`src/rtl/controlador_estados_param.sv`:
```
// controlador_estados_param: pet state controller (IDLE/COMENDO/DORMINDO/
// DANDO_AULA/MORTO) with three saturating need counters, an internal
// per-second tick divider and registered button edge detection.
// Optional feature: define ALERTA_EN to enable the low-need warning output.
// Ports:
//   clk, rst        - single clock, synchronous active-high reset
//   b1, b2          - debounced button levels
//   estado          - 000 IDLE, 001 COMENDO, 010 DORMINDO, 011 DANDO_AULA, 100 MORTO
//   fome, sono, felicidade - need levels (NEED_W bits)
//   tick_seg        - one-cycle pulse per game second
//   alerta          - low-need warning (constant 0 without ALERTA_EN)
module controlador_estados_param #(
  parameter int unsigned NEED_W        = 8,
  parameter int unsigned NEED_MAX      = 100,
  parameter int unsigned NEED_INIT     = 50,
  parameter int unsigned TICKS_PER_SEC = 100,
  parameter int unsigned INC           = 5,
  parameter int unsigned DEC           = 1,
  parameter int unsigned ALERT_LEVEL   = 20
) (
  input  logic              clk,
  input  logic              rst,
  input  logic              b1,
  input  logic              b2,
  output logic [2:0]        estado,
  output logic [NEED_W-1:0] fome,
  output logic [NEED_W-1:0] sono,
  output logic [NEED_W-1:0] felicidade,
  output logic              tick_seg,
  output logic              alerta
);

  localparam int unsigned CNT_W = (TICKS_PER_SEC > 1) ? $clog2(TICKS_PER_SEC) : 1;
  localparam int unsigned NW1   = NEED_W + 1;

  // Elaboration-time sanity check of the configuration.
  if ((NEED_MAX >= (2 ** NEED_W)) || (ALERT_LEVEL > NEED_MAX)) begin : g_bad_cfg
    $error("controlador_estados_param: invalid NEED_MAX/ALERT_LEVEL for NEED_W");
  end

  typedef enum logic [2:0] {
    IDLE       = 3'b000,
    COMENDO    = 3'b001,
    DORMINDO   = 3'b010,
    DANDO_AULA = 3'b011,
    MORTO      = 3'b100
  } estado_e;

  estado_e           estado_q, estado_d;
  logic [CNT_W-1:0]  cnt_q, cnt_d;
  logic              tick_q, tick_d;
  logic [1:0]        cmd_q, cmd_d;
  logic [1:0]        prev_q, prev_d;
  logic [NEED_W-1:0] fome_q, fome_d;
  logic [NEED_W-1:0] sono_q, sono_d;
  logic [NEED_W-1:0] feli_q, feli_d;
  logic              alerta_q, alerta_d;
  logic              tick_c;
  logic              evento_c;

  // Saturating increment, one extra bit so the sum can never wrap.
  function automatic logic [NEED_W-1:0] sat_inc(input logic [NEED_W-1:0] v);
    logic [NEED_W:0] s;
    s = {1'b0, v} + NW1'(INC);
    if (s > NW1'(NEED_MAX)) s = NW1'(NEED_MAX);
    return NEED_W'(s);
  endfunction

  // Saturating decrement, floors at zero.
  function automatic logic [NEED_W-1:0] sat_dec(input logic [NEED_W-1:0] v);
    logic [NEED_W:0] s;
    if ({1'b0, v} < NW1'(DEC)) s = '0;
    else                       s = {1'b0, v} - NW1'(DEC);
    return NEED_W'(s);
  endfunction

  // Next-state, need update and divider logic.
  always_comb begin
    estado_d = estado_q;
    fome_d   = fome_q;
    sono_d   = sono_q;
    feli_d   = feli_q;
    alerta_d = 1'b0;

    tick_c   = (cnt_q == CNT_W'(TICKS_PER_SEC - 1));
    evento_c = (cmd_q != 2'b00) && (prev_q == 2'b00);
    cnt_d    = tick_c ? '0 : cnt_q + CNT_W'(1);
    tick_d   = tick_c;
    cmd_d    = {b1, b2};
    prev_d   = cmd_q;

    if (estado_q != MORTO) begin
      // Needs are updated with the state held before any transition.
      if (tick_c) begin
        fome_d = (estado_q == COMENDO)    ? sat_inc(fome_q) : sat_dec(fome_q);
        sono_d = (estado_q == DORMINDO)   ? sat_inc(sono_q) : sat_dec(sono_q);
        feli_d = (estado_q == DANDO_AULA) ? sat_inc(feli_q) : sat_dec(feli_q);
      end
      // Death wins over a simultaneous button transition.
      if (tick_c && ((fome_d == '0) || (sono_d == '0) || (feli_d == '0))) begin
        estado_d = MORTO;
      end else if (evento_c) begin
        case (estado_q)
          IDLE: begin
            case (cmd_q)
              2'b10:   estado_d = COMENDO;
              2'b01:   estado_d = DORMINDO;
              2'b11:   estado_d = DANDO_AULA;
              default: estado_d = IDLE;
            endcase
          end
          COMENDO:    if (cmd_q == 2'b10) estado_d = IDLE;
          DORMINDO:   if (cmd_q == 2'b01) estado_d = IDLE;
          DANDO_AULA: if (cmd_q == 2'b11) estado_d = IDLE;
          default:    estado_d = estado_q;
        endcase
      end
    end

`ifdef ALERTA_EN
    alerta_d = (estado_d != MORTO) &&
               ((fome_d <= NEED_W'(ALERT_LEVEL)) ||
                (sono_d <= NEED_W'(ALERT_LEVEL)) ||
                (feli_d <= NEED_W'(ALERT_LEVEL)));
`else
    alerta_d = 1'b0;
`endif
  end

  // State registers; history forced to 11 so a held button is not an event.
  always_ff @(posedge clk) begin
    if (rst) begin
      estado_q <= IDLE;
      cnt_q    <= '0;
      tick_q   <= 1'b0;
      cmd_q    <= 2'b11;
      prev_q   <= 2'b11;
      fome_q   <= NEED_W'(NEED_INIT);
      sono_q   <= NEED_W'(NEED_INIT);
      feli_q   <= NEED_W'(NEED_INIT);
      alerta_q <= 1'b0;
    end else begin
      estado_q <= estado_d;
      cnt_q    <= cnt_d;
      tick_q   <= tick_d;
      cmd_q    <= cmd_d;
      prev_q   <= prev_d;
      fome_q   <= fome_d;
      sono_q   <= sono_d;
      feli_q   <= feli_d;
      alerta_q <= alerta_d;
    end
  end

  assign estado     = estado_q;
  assign fome       = fome_q;
  assign sono       = sono_q;
  assign felicidade = feli_q;
  assign tick_seg   = tick_q;
  assign alerta     = alerta_q;

endmodule

```
`config.mk`:
```
export PLATFORM = sky130hd
export DESIGN_NAME = controlador_estados_param
export DESIGN_NICKNAME = d
export VERILOG_FILES = /design/src/rtl/controlador_estados_param.sv
export SDC_FILE = /design/constraint.sdc
export NUM_CORES = 1
export LEC_CHECK = 0
export ABC_CLOCK_PERIOD_IN_PS = 3800
export CAP_MARGIN = 15
export CORE_AREA = 2 2 87 89
export CTS_CLUSTER_SIZE = 14
export DETAILED_ROUTE_END_ITERATION = 16
export DIE_AREA = 0 0 89 91
export PLACE_DENSITY = 0.78
export SKIP_LAST_GASP = 1
export SLEW_MARGIN = 20
export SYNTH_ARGS = -nofsm -noshare
export SYNTH_HDL_FRONTEND = slang
export SYNTH_SLANG_ARGS = --single-unit
```
`constraint.sdc`:
```
create_clock -name clk -period 3.8 [get_ports clk]
set_input_delay 0.57 -clock clk [delete_from_list [all_inputs] [get_ports clk]]
set_output_delay 0.57 -clock clk [all_outputs]
set_load 0.02 [all_outputs]
```
* Yosys cells after proc, flatten, opt, wreduce, memory -nomap -nowiden *
Index checks and enable logic that the tools add are counted.
Widths: inputs -> output; s select.

storage, ports and cells
  register bits after elaboration = 39
  latch bits = 0
  bits in writable memories = 0
  bits in read-only memories = 0
  output and inout bits = 29
  memories = 0

cells by class
  $add $sub $neg = 7
  $mul = 0
  div/mod/pow operators = 0
  $lt $le $gt $ge = 6
  equal/unequal tests = 11
  shift operators = 0
  mux-type cells = 22
  bitwise gates (word level) = 0
  reductions and logical operators = 14

operators by type and width
  cell                 number
  $mux 8               15
  $add 8x3->9 const B  3
  $gt 9x7->1 const B   3
  $logic_not 8->1      3
  $lt 8x1->1 const B   3
  $sub 8x1->8 const B  3
  $mux 3               5
  $pmux 3 s4           1
  $ne 3x1->1 const B   3
  $add 7x1->7 const B  1
  $eq 7x7->1 const B   1
  $eq 3x2->1 const B   2
  $pmux 2 s3           1
  $reduce_and 6->1     1
  $reduce_bool 5->1    1
  $eq 2x2->1 const B   2
  $reduce_bool 2->1    2
  $eq 3x1->1 const B   1
  $logic_not 3->1      1
  $ne 3x3->1 const B   1
  $eq 2x1->1 const B   1
  $logic_and 1x1->1    2
  $logic_not 2->1      1
  $logic_or 1x1->1     2
  $reduce_or 2->1      1

* Depth between registers and ports, before layout *
  depth in word-level cells = 12
  gate-level depth with buffers = 12
  mapped depth without buffers = 11

* Worst setup path after synthesis *
Ideal clock, no wire load.

  path kind = reg-to-reg
  from = register feli_q[1] (netlist: felicidade[1])
  to = register estado_q[1] (netlist: estado[1])
  arrival time = 2.774 ns
  setup slack = 0.909 ns
  cell stages (with the launch flop) = 12
  buffers on the path = 1
  path through = dfxtp_1 ha_1 clkbuf_1 nor2_1 or4b_1 and3_4 o32ai_4 a21oi_2 o32a_1 a211oi_2 o31a_1 o2bb2ai_1

between the ends
  cells in the longest elaborated chain, start to end = 11

RTL lines
  what                                          RTL line  text
  start: declaration                            56        logic [NEED_W-1:0] feli_q, feli_d;
  start signal: assignment                      140       feli_q <= NEED_W'(NEED_INIT);
  start signal: assignment                      150       feli_q <= feli_d;
  $add 8x3->9                                   64        s = {1'b0, v} + NW1'(INC);
  $gt 9x7->1                                    65        if (s > NW1'(NEED_MAX)) s = NW1'(NEED_MAX);
  $mux 8                                        65
  $mux 8                                        97        feli_d = (estado_q == DANDO_AULA) ? sat_inc(feli_q) : sat_dec(feli_q);
  $mux 8 *                                      94        if (tick_c) begin
  $mux 8 *                                      92        if (estado_q != MORTO) begin
  $logic_not 8->1 *                             100       if (tick_c && ((fome_d == '0) || (sono_d == '0) || (feli_d == '0))) begin
  $logic_or 1x1->1 *                            100
  $logic_and 1x1->1 *                           100
  $ne 3x1->1 (no line) (tied with other cells)  -
  $reduce_and 6->1 (no line)                    -
  end signal: assignment                        143       estado_q <= estado_d;
  end: declaration                              49        estado_e estado_q, estado_d;

Every way passes the cells marked *; elsewhere a longest branch is shown, timed or not. The select of a mux whose other input is x is not followed.
A chain may end at the register's enable or synchronous reset.

* Worst setup path after layout *
  from = register feli_q[0] (netlist: felicidade[0])
  to = register estado_q[1] (netlist: estado[1])

The elaborated chain is that of the path after synthesis.

==> flow_metrics.tcl <==
set metrics [dict create \
    hold_class "flip-flop to flip-flop" \
    place_ws_ps 667 \
    r2r_start "felicidade[0]" \
    whs_ps 453 \
    ys_async_sr_fraction_pct 0 \
    yosys_warnings 0 \
    synthCells 492 \
    p_seq_share_pct 49.5 \
    reg2reg_slack_ps 600 \
    dr.pass1.iters 5 \
    rows 31 \
    fillers 685 \
    min_path_cells 1 \
    num_antenna_cells 0 \
    post_cts_resized 0 \
    syn_area_um2 3500 \
    p_leak_nw 1.27 \
    gr-usage-all-layers_pct 24.0 \
    cts_hold_buf 0 \
    r2r_end "estado[1]" \
    rsz0062_at_grt "false" \
    tns_ps 0 \
    synth_nets 506 \
    ys_seq_elements 39 \
    period_share_pct 84.3 \
    grt_pass1_vias 3451 \
    crit_arrival_ps 3390 \
    cts_sinks 39 \
    intPower_mw 0.657 \
    rr_worst_depth 10 \
    synth_edf_count 0 \
    netSwitchingPower_mw 0.210 \
    routed_wl_mm 9.71 \
    place.port_buffers 31 \
    drv_cap 0 \
    multi_input_area_um2 2450 \
    ant_nets 0 \
    min_period_ps 3200 \
    worst_slack_ps 595 \
    num_io_pins 33 \
    die_w_um 89 \
    drt_iter0_markers 494 \
    tritoncts "yes" \
    crit_type "flip-flop to flip-flop" \
    drc_errors 0 \
    worst_setup_path_end_kind "flip-flop" \
    ys_seq_area_share_pct 22.3 \
    avgSynthCellArea_um2 7.11 \
    worst_pin_slew_ps 931 \
    dp_hpwl_mm 6.58 \
    cts_root_buffer "clkbuf_8" \
    cp-start-kind "flip-flop" \
    worstHoldStart "cnt_q[0]" \
    numCtsBuffers 5 \
    cts_setup_buffers 0 \
    status "finished clean" \
    synth.distinct_cells 73 \
    finalNetCount 506 \
    vdd_ir_drop_max_mv 0.206 \
    grt_pass1_wl_mm 16.2 \
    die_h_um 91 \
    path_cells "ha_1 > nor2b_1 > o21ai_0 > a2111oi_2 > o32ai_4 > a31oi_1 > nand3_1 > a211oi_2 > o31a_1 > o2bb2ai_1" \
    design.core.area_um2 7140 \
    power_frac_clock_pct 42.5 \
    final_util_pct 54.7 \
    dieArea_um2 8100 \
    p_total_mw 0.867 \
    wl_per_cell_um 16.4 \
    antenna_found_initial 0 \
    clk_latency_ps 290 \
    synthToLayoutAreaGrowth_pct 11.5 \
    placed_cells 584 \
    power_density_nw_per_um2 222 \
    clk_path_buf_depth 2 \
    combPwrFrac_pct 8.0 \
    stdcell_count 592 \
    setup_viol 0 \
    seq_area_um2 781 \
    clkTransAtPathRegs_ps 80 \
    h-tree-depth 2 \
    start_util_pct 49.0 \
    relSlewSlack_pct 37.9 \
    drv_slew 0 \
    hold-path-endpoint "cnt_q[0]" \
    layout-drive-gt1-share_pct 7.10 \
    grt_max_degree 29 \
    stdcell_area_um2 3900 \
    final_hold_viol_count 0 \
    place_congestion 0.940 \
    post_drt_via_cell_ratio 6.46 \
    placed_cell_area_um2 3780 \
    overflow 0 \
    slowest_stage "dfxtp_1" \
    fin_skew_ps 5.51 \
    path_max_fanout 13 \
    synth_top_flop_cell "dfxtp_1" \
    switching_share_pct 24.3 \
    clock.fmax_mhz 312 \
    vias 3822 \
    cp.required_ps 3980 \
    crit_path_max_incr_delay_ps 620 \
]
## layer usage
metal | part of all wire, % | GRT usage [%]
met1 | 44 | 33.9
met2 | 45 | 36.6
met3 | 8.5 | 3.82
met4 | 2.6 | 8.83
met5 | 0 | 0
## registers in the layout, indices dropped and copies added, names as in the netlist
register / flops
fome: 8
felicidade: 8
cnt_q: 7
estado: 3
tick_seg: 1
sono: 8
cmd_q: 2
prev_q: 2
## cell families after synthesis
group | synth area share (%)
and+or+nand+nor | 30.5
buffers and inverters | 7.62
DFF | 22.3
muxes | 1.18
AOI/OAI and AO/OA | 31.7
other | 0.107
adders and majority gates | 3.58
xor gates and xnor gates | 3.00
## Yosys cell counts (5+ instances only)
master	count	area, um^2
nor2_1	57	214
dfxtp_1	39	781
o21ai_0	39	195
nand2_1	37	139
clkbuf_1	35	131
a21oi_1	33	165
nor3_1	32	160
inv_1	17	63.8
ha_1	10	125
o211ai_1	9	67.6
a211oi_1	8	60.1
a31oi_1	8	50.1
nor4_1	8	50.1
xnor2_1	8	70.1
and2_1	7	43.8
nand3_1	7	35.0
nand4_1	7	43.8
buf_2	6	30.0
o21a_1	6	45.0
a22oi_1	5	37.5
or3_1	5	31.3
## area by class of cell
class | instances | share of cell area [%]
Tap cell | 99 | 3.18
Clock inverter | 2 | 0.898
Inverter | 17 | 1.64
Clock buffer | 6 | 2.12
Sequential cell | 39 | 20.0
Timing Repair Buffer | 38 | 9.30
Multi-Input combinational cell | 391 | 62.9
## how the worst max path moves through the flow
stage / from / end / cells past startpoint
after floorplan: felicidade[1] / estado[1] / 11
after detailed placement: felicidade[0] / estado[1] / 10
after global placement: felicidade[0] / estado[1] / 10
after CTS: felicidade[0] / estado[1] / 10
final: felicidade[0] / estado[1] / 10
after global routing: felicidade[0] / estado[1] / 10
## worst max-delay path: cells and delay by family, from the launching register on
family	cells	cell delay (ps)
adder cells (fa/ha/maj)	1	420
AO/OA/AOI/OAI	7	1720
flip-flops	1	620
AND/OR/NAND/NOR	2	350
## power by group through the flow
stage	logic [mW]	clock network [mW]	registers [mW]
2_1_floorplan	0.0487	0	0.436
3_3_place_gp	0.0649	0	0.438
3_5_place_dp	0.0671	0	0.439
4_1_cts	0.0672	0.372	0.429
5_1_grt	0.0753	0.390	0.431
6_report	0.0696	0.368	0.429
## placed cells by master (no fill, tap or decap), types with 4 or more instances in the layout
master           count
a22oi_1              5
or3_1                5
a31oi_1              8
buf_4                7
nand3_1              7
clkdlybuf4s50_1     31
o21ai_1              4
nor4_1               8
nand2b_1             4
xnor2_1              8
dfxtp_1             39
inv_1               17
nand4_1              7
o211ai_1             9
nand3b_1             4
clkbuf_8             6
nor2_1              57
o21ai_0             39
o21a_1               6
nor2b_1              4
and3_1               4
nand2_1             37
nor3_1              32
or4_1                4
a21o_1               4
a211oi_1             8
or2_2                4
xor2_1               4
and2_1               7
a21oi_1             33
ha_1                10
Power figures use the tool's default switching activity.
